## src/rtl/spi_arbiter.sv

```systemverilog
// Two-requester round-robin arbiter in front of a byte-oriented SPI master.
// The granted requester streams LEN bytes; every byte is a start/busy/capture handshake.
module spi_arbiter #(
    parameter int unsigned LEN_W   = 4,
    parameter int unsigned TIMEOUT = 64
) (
    input  logic             CLK,
    input  logic             RST,
    input  logic             REQ0,
    input  logic             REQ1,
    input  logic [LEN_W-1:0] LEN0,
    input  logic [LEN_W-1:0] LEN1,
    input  logic [7:0]       TXD0,
    input  logic [7:0]       TXD1,
    output logic             TXRD0,
    output logic             TXRD1,
    output logic [7:0]       RXD0,
    output logic [7:0]       RXD1,
    output logic             RXVLD0,
    output logic             RXVLD1,
    output logic             DONE0,
    output logic             DONE1,
    output logic             ERR0,
    output logic             ERR1,
    output logic             GNT0,
    output logic             GNT1,
    output logic             SPI_START,
    output logic [7:0]       SPI_DOUT,
    input  logic             SPI_BUSY,
    input  logic [7:0]       SPI_DIN
);

    localparam int unsigned TmrW = (TIMEOUT > 1) ? $clog2(TIMEOUT + 1) : 1;

    typedef enum logic [2:0] {
        StIdle,
        StStartHi,
        StWaitBusy,
        StWaitDone,
        StCapture
    } state_e;

    state_e           state_q, state_d;
    logic             owner_q, owner_d;
    logic             last_q, last_d;
    logic [LEN_W-1:0] rem_q, rem_d;
    logic [TmrW-1:0]  tmr_q, tmr_d;
    logic [7:0]       dout_q, dout_d;
    logic [7:0]       rxd0_q, rxd0_d;
    logic [7:0]       rxd1_q, rxd1_d;
    logic [1:0]       rxvld_q, rxvld_d;
    logic [1:0]       done_q, done_d;
    logic [1:0]       err_q, err_d;

    logic             pick;
    logic [LEN_W-1:0] len_sel;
    logic [7:0]       txd_sel;
    logic [1:0]       own_oh;
    logic             active;

    assign own_oh  = owner_q ? 2'b10 : 2'b01;
    assign txd_sel = owner_q ? TXD1 : TXD0;

    always_comb begin
        state_d = state_q;
        owner_d = owner_q;
        last_d  = last_q;
        rem_d   = rem_q;
        tmr_d   = tmr_q;
        dout_d  = dout_q;
        rxd0_d  = rxd0_q;
        rxd1_d  = rxd1_q;
        rxvld_d = 2'b00;
        done_d  = 2'b00;
        err_d   = 2'b00;
        pick    = 1'b0;
        len_sel = LEN0;

        unique case (state_q)
            StIdle: begin
                if (REQ0 || REQ1) begin
                    // On contention the requester that did not finish last wins.
                    pick    = (REQ0 && REQ1) ? ~last_q : REQ1;
                    len_sel = pick ? LEN1 : LEN0;
                    owner_d = pick;
                    if (len_sel == '0) begin
                        done_d = pick ? 2'b10 : 2'b01;
                        last_d = pick;
                    end else begin
                        rem_d   = len_sel;
                        state_d = StStartHi;
                    end
                end
            end
            StStartHi: begin
                dout_d  = txd_sel;
                tmr_d   = '0;
                state_d = StWaitBusy;
            end
            StWaitBusy: begin
                if (SPI_BUSY) begin
                    state_d = StWaitDone;
                end else if (tmr_q == TmrW'(TIMEOUT - 1)) begin
                    err_d   = own_oh;
                    last_d  = owner_q;
                    state_d = StIdle;
                end else begin
                    tmr_d = tmr_q + TmrW'(1);
                end
            end
            StWaitDone: begin
                if (!SPI_BUSY) begin
                    state_d = StCapture;
                end
            end
            StCapture: begin
                rxvld_d = own_oh;
                if (owner_q) begin
                    rxd1_d = SPI_DIN;
                end else begin
                    rxd0_d = SPI_DIN;
                end
                if (rem_q != '0) begin
                    rem_d = rem_q - LEN_W'(1);
                end
                if (rem_q > LEN_W'(1)) begin
                    state_d = StStartHi;
                end else begin
                    done_d  = own_oh;
                    last_d  = owner_q;
                    state_d = StIdle;
                end
            end
            default: state_d = StIdle;
        endcase
    end

    always_ff @(posedge CLK or posedge RST) begin
        if (RST) begin
            state_q <= StIdle;
            owner_q <= 1'b0;
            last_q  <= 1'b1;
            rem_q   <= '0;
            tmr_q   <= '0;
            dout_q  <= '0;
            rxd0_q  <= '0;
            rxd1_q  <= '0;
            rxvld_q <= '0;
            done_q  <= '0;
            err_q   <= '0;
        end else begin
            state_q <= state_d;
            owner_q <= owner_d;
            last_q  <= last_d;
            rem_q   <= rem_d;
            tmr_q   <= tmr_d;
            dout_q  <= dout_d;
            rxd0_q  <= rxd0_d;
            rxd1_q  <= rxd1_d;
            rxvld_q <= rxvld_d;
            done_q  <= done_d;
            err_q   <= err_d;
        end
    end

    // Strobes decode from state so reset clears them without waiting for a clock.
    assign active    = (state_q != StIdle);
    assign GNT0      = active && !owner_q;
    assign GNT1      = active && owner_q;
    assign SPI_START = (state_q == StStartHi);
    assign TXRD0     = SPI_START && !owner_q;
    assign TXRD1     = SPI_START && owner_q;
    // Live byte during the start cycle, then the captured copy until capture.
    assign SPI_DOUT  = SPI_START ? txd_sel : dout_q;
    assign RXD0      = rxd0_q;
    assign RXD1      = rxd1_q;
    assign RXVLD0    = rxvld_q[0];
    assign RXVLD1    = rxvld_q[1];
    assign DONE0     = done_q[0];
    assign DONE1     = done_q[1];
    assign ERR0      = err_q[0];
    assign ERR1      = err_q[1];

endmodule

```

## config.mk

```make
export PLATFORM = sky130hd
export DESIGN_NAME = spi_arbiter
export DESIGN_NICKNAME = d
export VERILOG_FILES = /design/src/rtl/spi_arbiter.sv
export SDC_FILE = /design/constraint.sdc
export NUM_CORES = 1
export LEC_CHECK = 0
export CELL_PAD_IN_SITES_DETAIL_PLACEMENT = 2
export CELL_PAD_IN_SITES_GLOBAL_PLACEMENT = 2
export CORE_MARGIN = 3
export CORE_UTILIZATION = 41
export DETAILED_ROUTE_END_ITERATION = 16
export DONT_BUFFER_PORTS = 1
export GPL_TIMING_DRIVEN = 1
export PLACE_DENSITY = 0.89
export REMOVE_ABC_BUFFERS = 1
export SLEW_MARGIN = 5
export SYNTH_ARGS = -nofsm -noshare
export SYNTH_HDL_FRONTEND = slang
export SYNTH_SLANG_ARGS = --single-unit
```

## constraint.sdc

```tcl
create_clock -name CLK -period 4.7 [get_ports CLK]
set_input_delay 1.41 -clock CLK [delete_from_list [all_inputs] [get_ports CLK]]
set_output_delay 1.41 -clock CLK [all_outputs]
set_load 0.01 [all_outputs]
```

==> results.cfg, run 1 <==
[die]
die_area_mm2 = 0.006448
row_count = 26
start_util_pct = 43.22
fp.coreArea_mm2 = 0.005238
chipWidth_um = 80.30
dieHeight_um = 80.30
design.portCount = 72

[worst_hold_path]
hold_path_startpoint = rem_q[1]
holdCritPathClass = flip-flop to flip-flop
whs_path_depth = 2
worst_hold_path.endpoint = rem_q[1]

[setup_path]
crit_path_end_kind = primary output
timing.critical_path.arrival_ps = 1950
worst_setup_path_start_kind = flip-flop
worst_ep_required_time_ps = 3290
path_max_fanout = 21
r2r_worst_path_depth = 2
worst_r2r_endpoint = RXD1[0]
start_of_the_worst_register_to_register_path = owner_q
worst_case_register_to_register_setup_slack_ps = 2740
timing.setup.critical_path_class = flip-flop to primary output

[cts]
cts_hold_buf = 0
cts.root.buffer_cell = sky130_fd_sc_hd__clkbuf_8
path_clk_slew_ps = 80
clkSinkCount = 46
clock_tree.htree_level_count = 2
clockBufferDepth = 2
tritoncts_clock_tree = built
clock_latency_on_the_worst_skew_pair_ps = 290
post_cts.resized_instances = 0
postCtsSetupBuffers = 0
numCtsBuffers = 5

[yosys]
yosys.cell_count.top_type = sky130_fd_sc_hd__dfrtp_1
ys_warn_count = 0
register_area_share_after_synthesis_pct = 50.91
synth_commonest_cells = sky130_fd_sc_hd__dfrtp_1 (45), sky130_fd_sc_hd__o21ai_0 (18), sky130_fd_sc_hd__mux2_2 (17)
yosys_most_used_dff = sky130_fd_sc_hd__dfrtp_1
netlist_area_mm2 = 0.002263
synth_cell_types = 46
ys_seq_elements = 46
synth_largest_type_area_fraction_pct = 49.75
postSynth.asyncResetShare_pct = 100.0
syn_inst = 203
cell_types_occupying_the_most_area_after_synthesis = sky130_fd_sc_hd__dfrtp_1 (50%), sky130_fd_sc_hd__mux2_2 (8.5%), sky130_fd_sc_hd__mux2i_1 (5.7%)
synth_enable_flop_cells = 0
synth_largest_area_cell = sky130_fd_sc_hd__dfrtp_1
avgSynthCellArea_um2 = 11.15

[placement]
dp.cells = 265
io_buffer_count = 0
post_dp_cell_area_mm2 = 0.002306
place_worst_setup_slack_ps = 1398
hpwl_mm = 3.794
final_weighted_congestion_of_routability_driven_global_placement = 0.7100

[power_and_ir_drop]
leakage_nw = 1.054
totalPowerFinal_mw = 1.522
vdd_drop_max_v = 0.0002754
cellPowerDensity_mw_per_mm2 = 629.9

[sta]
fin_worst_skew_ps = 3.615
report.final.setup_viol = 0
post-route-period-util_pct = 71.39
setup_total_negative_slack_ps = 0
achievable_clock_frequency_ghz = 0.2980
rsz0062_at_grt = false
timing.final.max_slew_violations = 0
period_needed_ps = 3355
slew_headroom_pct = 36.38
setup_ws_post_layout_ps = 1345
whs_ps = 520.6
worst-slew-pin-transition_ps = 953.0
finalHoldViolCount = 0

[finish]
final_net_count = 243
final_layout_size_suffix_gt1_share_pct = 17.24
syn2layout_area_growth_pct = 6.744
design_area_mm2 = 0.002416
fin_util_pct = 46.13
final-instance-count-excl-fill = 273
n_antenna_cell = 0

[global_route]
grt_max_degree = 47
grt_usage_pct = 17.14
gr-total-overflow = 0
antenna_found_initial = 0
grt_pass1_vias = 1672
grt_pass1_wl_mm = 8.404

[routing]
detailedRoute.firstIterationViolations = 39
avgRoutedWirePerCell_um = 18.75
drt_pass1_iterations = 4
post-route-drc-count = 0
vias = 1564
routed_wirelength_mm = 5.118
vias_per_cell = 5.729
antenna_violating_nets_post_route = 0

[flow_run]
maxCapViolCount = 0

[status]
status = complete, no violations
-- critical path, stage by stage (launching register included) --
cell and delay [ps]:
sky130_fd_sc_hd__dfrtp_1 620, sky130_fd_sc_hd__nand2b_1 130, sky130_fd_sc_hd__or2_2 450, sky130_fd_sc_hd__o21ai_0 450
-- per-layer routing --
metal  vias up  track usage [%]  share of wire [%]
met2        46            29.80                 51
met5         -                0                  0
met3         5            4.036                5.6
li1        719                -                  -
met1       794            20.82                 42
met4         0            5.574                1.4
-- placed cells by master (no fill, tap or decap), types with 5 or more instances in the layout --
cell type	count
sky130_fd_sc_hd__nand2_1	15
sky130_fd_sc_hd__a21oi_1	7
sky130_fd_sc_hd__dfrtp_1	45
sky130_fd_sc_hd__clkbuf_8	5
sky130_fd_sc_hd__nor2_1	12
sky130_fd_sc_hd__mux2i_1	13
sky130_fd_sc_hd__mux2_2	17
sky130_fd_sc_hd__inv_1	7
sky130_fd_sc_hd__o21ai_0	18
-- how the worst max path moves through the flow --
stage                     depth (start not counted)       start     endpoint
final                                             3  state_q[0]  SPI_DOUT[3]
after global placement                            2     TXD1[3]  SPI_DOUT[3]
after detailed placement                          2     TXD1[3]  SPI_DOUT[3]
after CTS                                         3  state_q[0]  SPI_DOUT[3]
after global routing                              3  state_q[0]  SPI_DOUT[4]
after floorplan                                   2     TXD1[0]  SPI_DOUT[0]
-- flip-flops by register name, summed over array words and instances, names as in the netlist, 2 cells and up --
| signal | flops |
|---|---|
| rem_q | 4 |
| err_q | 2 |
| dout_q | 8 |
| rxvld_q | 2 |
| done_q | 2 |
| state_q | 3 |
| RXD0 | 8 |
| tmr_q | 7 |
| RXD1 | 8 |
-- report_power, final --
group / internal [mW] / switching [mW] / total, mW
combinational: 0.220 / 0.290 / 0.510
clock: 0.159 / 0.132 / 0.291
sequential: 0.540 / 0.181 / 0.720
total: 0.919 / 0.603 / 1.52
-- cells by family after synthesis --
logic type | after synthesis | share of synthesized area [%]
mux | 30 | 14.21
simple gates | 62 | 15.53
compound gates | 42 | 12.66
xor+xnor | 3 | 1.161
fa+ha+maj | 4 | 2.211
flops | 46 | 50.91
buf+inv | 16 | 3.317
-- layout make-up --
type                    count  area (um2)
inverters                   8       30.03
flip-flops and latches     46        1152
well taps                  70       87.58
fillers                   541        2821
clock inverters             2       37.54
clock buffers               6       72.57
multi-input cells         141        1036
No activity file was read; power rests on OpenSTA's default activity.
==> run 2: changes to the inputs <==
--- a/config.mk
+++ b/config.mk
@@ -8,11 +8,11 @@
 export CELL_PAD_IN_SITES_DETAIL_PLACEMENT = 2
 export CELL_PAD_IN_SITES_GLOBAL_PLACEMENT = 2
 export CORE_MARGIN = 3
-export CORE_UTILIZATION = 41
+export CORE_UTILIZATION = 38
 export DETAILED_ROUTE_END_ITERATION = 16
 export DONT_BUFFER_PORTS = 1
 export GPL_TIMING_DRIVEN = 1
-export PLACE_DENSITY = 0.89
+export PLACE_DENSITY = 0.84
 export REMOVE_ABC_BUFFERS = 1
 export SLEW_MARGIN = 5
 export SYNTH_ARGS = -nofsm -noshare
==> constraint.sdc (replaced) <==
create_clock -name CLK -period 3.44 [get_ports CLK]
set_input_delay 1.032 -clock CLK [delete_from_list [all_inputs] [get_ports CLK]]
set_output_delay 1.032 -clock CLK [all_outputs]
set_load 0.01 [all_outputs]
==> results.cfg, run 2 (same netlist as run 1, synthesis figures left out) <==
[die]
die_area_mm2 = 0.006918
chipWidth_um = 83.18
start_util_pct = 40.12
fp.coreArea_mm2 = 0.005642
dieHeight_um = 83.18
design.portCount = 72
row_count = 27

[cts]
clock_tree.htree_level_count = 2
clkSinkCount = 46
cts_hold_buf = 0
post_cts.resized_instances = 0
clockBufferDepth = 2
tritoncts_clock_tree = built
clock_latency_on_the_worst_skew_pair_ps = 300
path_clk_slew_ps = 90
postCtsSetupBuffers = 0
numCtsBuffers = 5
cts.root.buffer_cell = sky130_fd_sc_hd__clkbuf_8

[sta]
whs_ps = 525.6
slew_headroom_pct = 33.50
rsz0062_at_grt = false
report.final.setup_viol = 0
finalHoldViolCount = 0
period_needed_ps = 2997
fin_worst_skew_ps = 5.380
timing.final.max_slew_violations = 0
post-route-period-util_pct = 87.14
worst-slew-pin-transition_ps = 996.0
achievable_clock_frequency_ghz = 0.3336
setup_total_negative_slack_ps = 0

[finish]
layout.cells.most_common = sky130_fd_sc_hd__dfrtp_1
n_antenna_cell = 0
final_net_count = 244
layout.cells.most_common_list = sky130_fd_sc_hd__dfrtp_1 (45), sky130_fd_sc_hd__o21ai_0 (18), sky130_fd_sc_hd__mux2_2 (17)
num-fill-cells = 600
final_layout_size_suffix_gt1_share_pct = 18.14
syn2layout_area_growth_pct = 7.131
fin_util_pct = 42.98

[power_and_ir_drop]
vdd_drop_max_v = 0.0004244
leakage_nw = 1.066
cellPowerDensity_mw_per_mm2 = 861.9

[global_route]
grt_pass1_vias = 1720
grt_max_degree = 47
grt_pass1_wl_mm = 8.804
antenna_found_initial = 0
grt_usage_pct = 15.79
gr-total-overflow = 0

[setup_path]
worst_ep_required_time_ps = 2410
path_max_fanout = 21
worst_setup_path_start_kind = flip-flop
crit_path_cell_trace = nand2b_1, or2_2, o21ai_0
crit_path_max_incr_delay_ps = 600
crit_path_top_delay_cell = sky130_fd_sc_hd__dfrtp_1
timing.critical_path.arrival_ps = 1970
timing.setup.critical_path_class = flip-flop to primary output
r2r_worst_path_depth = 2
crit_path_end_kind = primary output

[placement]
io_buffer_count = 0
hpwl_mm = 3.735
final_weighted_congestion_of_routability_driven_global_placement = 0.7603

[worst_hold_path]
holdCritPathClass = flip-flop to flip-flop
whs_path_depth = 2

[routing]
top_signal_layer_used = met4
met2_wire_length_mm = 2.521
routedLengthMet1_mm = 2.302
post-route-drc-count = 0
wl_met3_um = 378
vias_per_cell = 5.667
vias = 1564
antenna_violating_nets_post_route = 0
drt_pass1_iterations = 4
detailedRoute.firstIterationViolations = 33
routed_wirelength_mm = 5.276
avgRoutedWirePerCell_um = 19.12

[flow_run]
maxCapViolCount = 0

[status]
status = complete, no violations
## run 2: layout make-up
cell class                 count  area [um2]  share of cell area [%]
clock buffer                   5       68.82                   2.838
tap                           72       90.09                   3.715
inverter                       8       30.03                   1.238
clock inverter                 3       40.04                   1.651
sequential                    46        1152                   47.52
timing repair buffer           1       7.507                  0.3096
multi-input combinational    141        1036                   42.72
## run 2: power by group
part | switching [mW] | leakage, nW | internal (mW)
clock network | 0.192 | 0.0579 | 0.214
logic | 0.409 | 0.415 | 0.305
registers | 0.232 | 0.593 | 0.737
## run 2: worst paths after layout
path / from / endpoint / slack (ps)
max in group asynchronous: RST / dout_q[0] / 1990
min: rem_q[1] / rem_q[1] / 530
min in group asynchronous: RST / err_q[0] / 840
max reg2reg: owner_q / RXD1[3] / 1450
min reg2reg: rem_q[1] / rem_q[1] / 530
max: state_q[0] / SPI_DOUT[6] / 440
## run 2: layer usage
layer / vias to the layer above / global-route usage, %
met4: 0 / 5.349
met3: 7 / 4.861
met2: 55 / 25.51
met1: 777 / 20.08
met5: - / 0
li1: 725 / -
## run 2: critical path, delay by kind of cell (launching register included)
kind               cells  cell delay (ps)
AOI/OAI and AO/OA      1              460
and+or+nand+nor        2              590
DFF                    1              600
## run 2: through the flow
stage,cell area (um2),setup slack (ps),instances,power [mW]
2_1_floorplan,2218,990.1,195,1.512
3_3_place_gp,2316,849.9,268,1.667
3_5_place_dp,2316,785.5,268,1.709
4_1_cts,2425,421.7,276,2.131
5_1_grt,2425,322.1,276,2.268
6_report,2425,442.5,276,2.090
==> run 3: changes to the inputs <==
--- a/config.mk
+++ b/config.mk
@@ -8,11 +8,11 @@
 export CELL_PAD_IN_SITES_DETAIL_PLACEMENT = 2
 export CELL_PAD_IN_SITES_GLOBAL_PLACEMENT = 2
 export CORE_MARGIN = 3
-export CORE_UTILIZATION = 38
+export CORE_UTILIZATION = 35
 export DETAILED_ROUTE_END_ITERATION = 16
 export DONT_BUFFER_PORTS = 1
 export GPL_TIMING_DRIVEN = 1
-export PLACE_DENSITY = 0.84
+export PLACE_DENSITY = 0.82
 export REMOVE_ABC_BUFFERS = 1
 export SLEW_MARGIN = 5
 export SYNTH_ARGS = -nofsm -noshare
==> constraint.sdc (replaced) <==
create_clock -name CLK -period 2.5 [get_ports CLK]
set_input_delay 0.75 -clock CLK [delete_from_list [all_inputs] [get_ports CLK]]
set_output_delay 0.75 -clock CLK [all_outputs]
set_load 0.01 [all_outputs]
==> results.cfg, run 3 (same netlist as run 1, synthesis figures left out) <==
[finish]
final_net_count = 250
design_area_mm2 = 0.002490
n_antenna_cell = 0
syn2layout_area_growth_pct = 10.01
regArea_mm2 = 0.001152
multi_input_gate_area_mm2 = 0.001039
layout.cells.most_common_list = sky130_fd_sc_hd__dfrtp_1 (45), sky130_fd_sc_hd__mux2_2 (17), sky130_fd_sc_hd__nand2_1 (15)
final_layout_size_suffix_gt1_share_pct = 20.00
layout.cells.most_common = sky130_fd_sc_hd__dfrtp_1
num-fill-cells = 648
final-instance-count-excl-fill = 285

[cts]
cts.root.buffer_cell = sky130_fd_sc_hd__clkbuf_8
path_clk_slew_ps = 90
cts_hold_buf = 0
tritoncts_clock_tree = built
numCtsBuffers = 5
clkSinkCount = 46
clockBufferDepth = 2
clock_latency_on_the_worst_skew_pair_ps = 300
post_cts.resized_instances = 9
postCtsSetupBuffers = 0
clock_tree.htree_level_count = 2

[sta]
post-route-period-util_pct = 92.80
worst-slew-pin-transition_ps = 585.3
slew_headroom_pct = 60.98
fin_worst_skew_ps = 5.483
period_needed_ps = 2320
timing.final.max_slew_violations = 0
finalHoldViolCount = 0
report.final.setup_viol = 0
rsz0062_at_grt = false
setup_total_negative_slack_ps = 0
whs_ps = 317.5
achievable_clock_frequency_ghz = 0.4310

[global_route]
antenna_found_initial = 0
grt_pass1_vias = 1749
gr-total-overflow = 0
grt_usage_pct = 15.44
grt_max_degree = 30
grt_pass1_wl_mm = 8.983

[setup_path]
timing.critical_path.arrival_ps = 1570
timing.setup.critical_path_class = flip-flop to primary output
worst_ep_required_time_ps = 1750
worst_setup_path_start_kind = flip-flop
start_of_the_worst_register_to_register_path = owner_q
crit_path_end_kind = primary output
worst_case_register_to_register_setup_slack_ps = 510
path_max_fanout = 21
r2r_worst_path_depth = 3
worst_r2r_endpoint = RXD1[7]

[placement]
post_dp_cell_area_mm2 = 0.002377
hpwl_mm = 4.165
io_buffer_count = 0
final_weighted_congestion_of_routability_driven_global_placement = 0.7443
dp.cells = 277

[die]
fp.coreArea_mm2 = 0.006096
dieHeight_um = 86.42
design.portCount = 72
row_count = 28
die_area_mm2 = 0.007468
chipWidth_um = 86.42
start_util_pct = 37.13

[power_and_ir_drop]
cellPowerDensity_mw_per_mm2 = 1195
leakage_nw = 1.095
vdd_drop_max_v = 0.0004543

[routing]
drt_pass1_iterations = 3
antenna_violating_nets_post_route = 0
detailedRoute.firstIterationViolations = 55
vias_per_cell = 5.495
avgRoutedWirePerCell_um = 19.41
vias = 1566
post-route-drc-count = 0
routed_wirelength_mm = 5.532

[flow_run]
maxCapViolCount = 0

[worst_hold_path]
holdCritPathClass = input pin to async pin

[status]
status = complete, no violations
[run 3: layout make-up]
| type | count | area share, % |
|---|---|---|
| flip-flops and latches | 46 | 46.28 |
| well taps | 75 | 3.769 |
| clock buffers | 6 | 2.915 |
| inverters | 8 | 1.206 |
| clock inverters | 2 | 1.508 |
| repair buffers | 7 | 2.613 |
| multi-input cells | 141 | 41.71 |
[run 3: layer usage]
metal / up-vias / share of wire (%) / GRT usage [%] / wire, um
met4: 0 / 1.2 / 4.958 / 65
met3: 6 / 7.6 / 4.943 / 418
li1: 734 / - / - / -
met2: 42 / 52 / 26.56 / 2882
met1: 784 / 39 / 18.23 / 2166
met5: - / 0 / 0 / 0
[run 3: worst max path at each step]
stage               startpoint           to  slack, ps  cells past startpoint
floorplan           state_q[1]  SPI_DOUT[0]        350                      3
global placement    state_q[1]  SPI_DOUT[5]        360                      3
detailed placement  state_q[1]  SPI_DOUT[4]        270                      3
CTS                 state_q[1]        TXRD1        150                      4
global route           owner_q  SPI_DOUT[4]         60                      2
finish              state_q[1]        TXRD1        180                      4
[run 3: critical path, cell delays in order (launching register included)]
cell and delay [ps]:
sky130_fd_sc_hd__dfrtp_1 380, sky130_fd_sc_hd__nand2b_1 170, sky130_fd_sc_hd__or2_4 330, sky130_fd_sc_hd__inv_1 180, sky130_fd_sc_hd__and2_1 210
[run 3: metrics by stage]
step,utilization (%),power [mW],setup WS [ps]
2_1_floorplan,-,2.080,353.1
3_3_place_gp,39.00,2.366,358.7
3_5_place_dp,39.00,2.440,266.9
4_1_cts,40.85,3.028,145.5
5_1_grt,40.85,3.219,63.61
6_report,40.85,2.975,180.0
[run 3: report_power, final]
part / switching (mW) / leakage [nW] / total, mW / internal, mW
clock network: 0.251 / 0.0514 / 0.550 / 0.298
registers: 0.259 / 0.593 / 1.27 / 1.02
logic: 0.672 / 0.451 / 1.15 / 0.479
total: 1.18 / 1.10 / 2.98 / 1.79
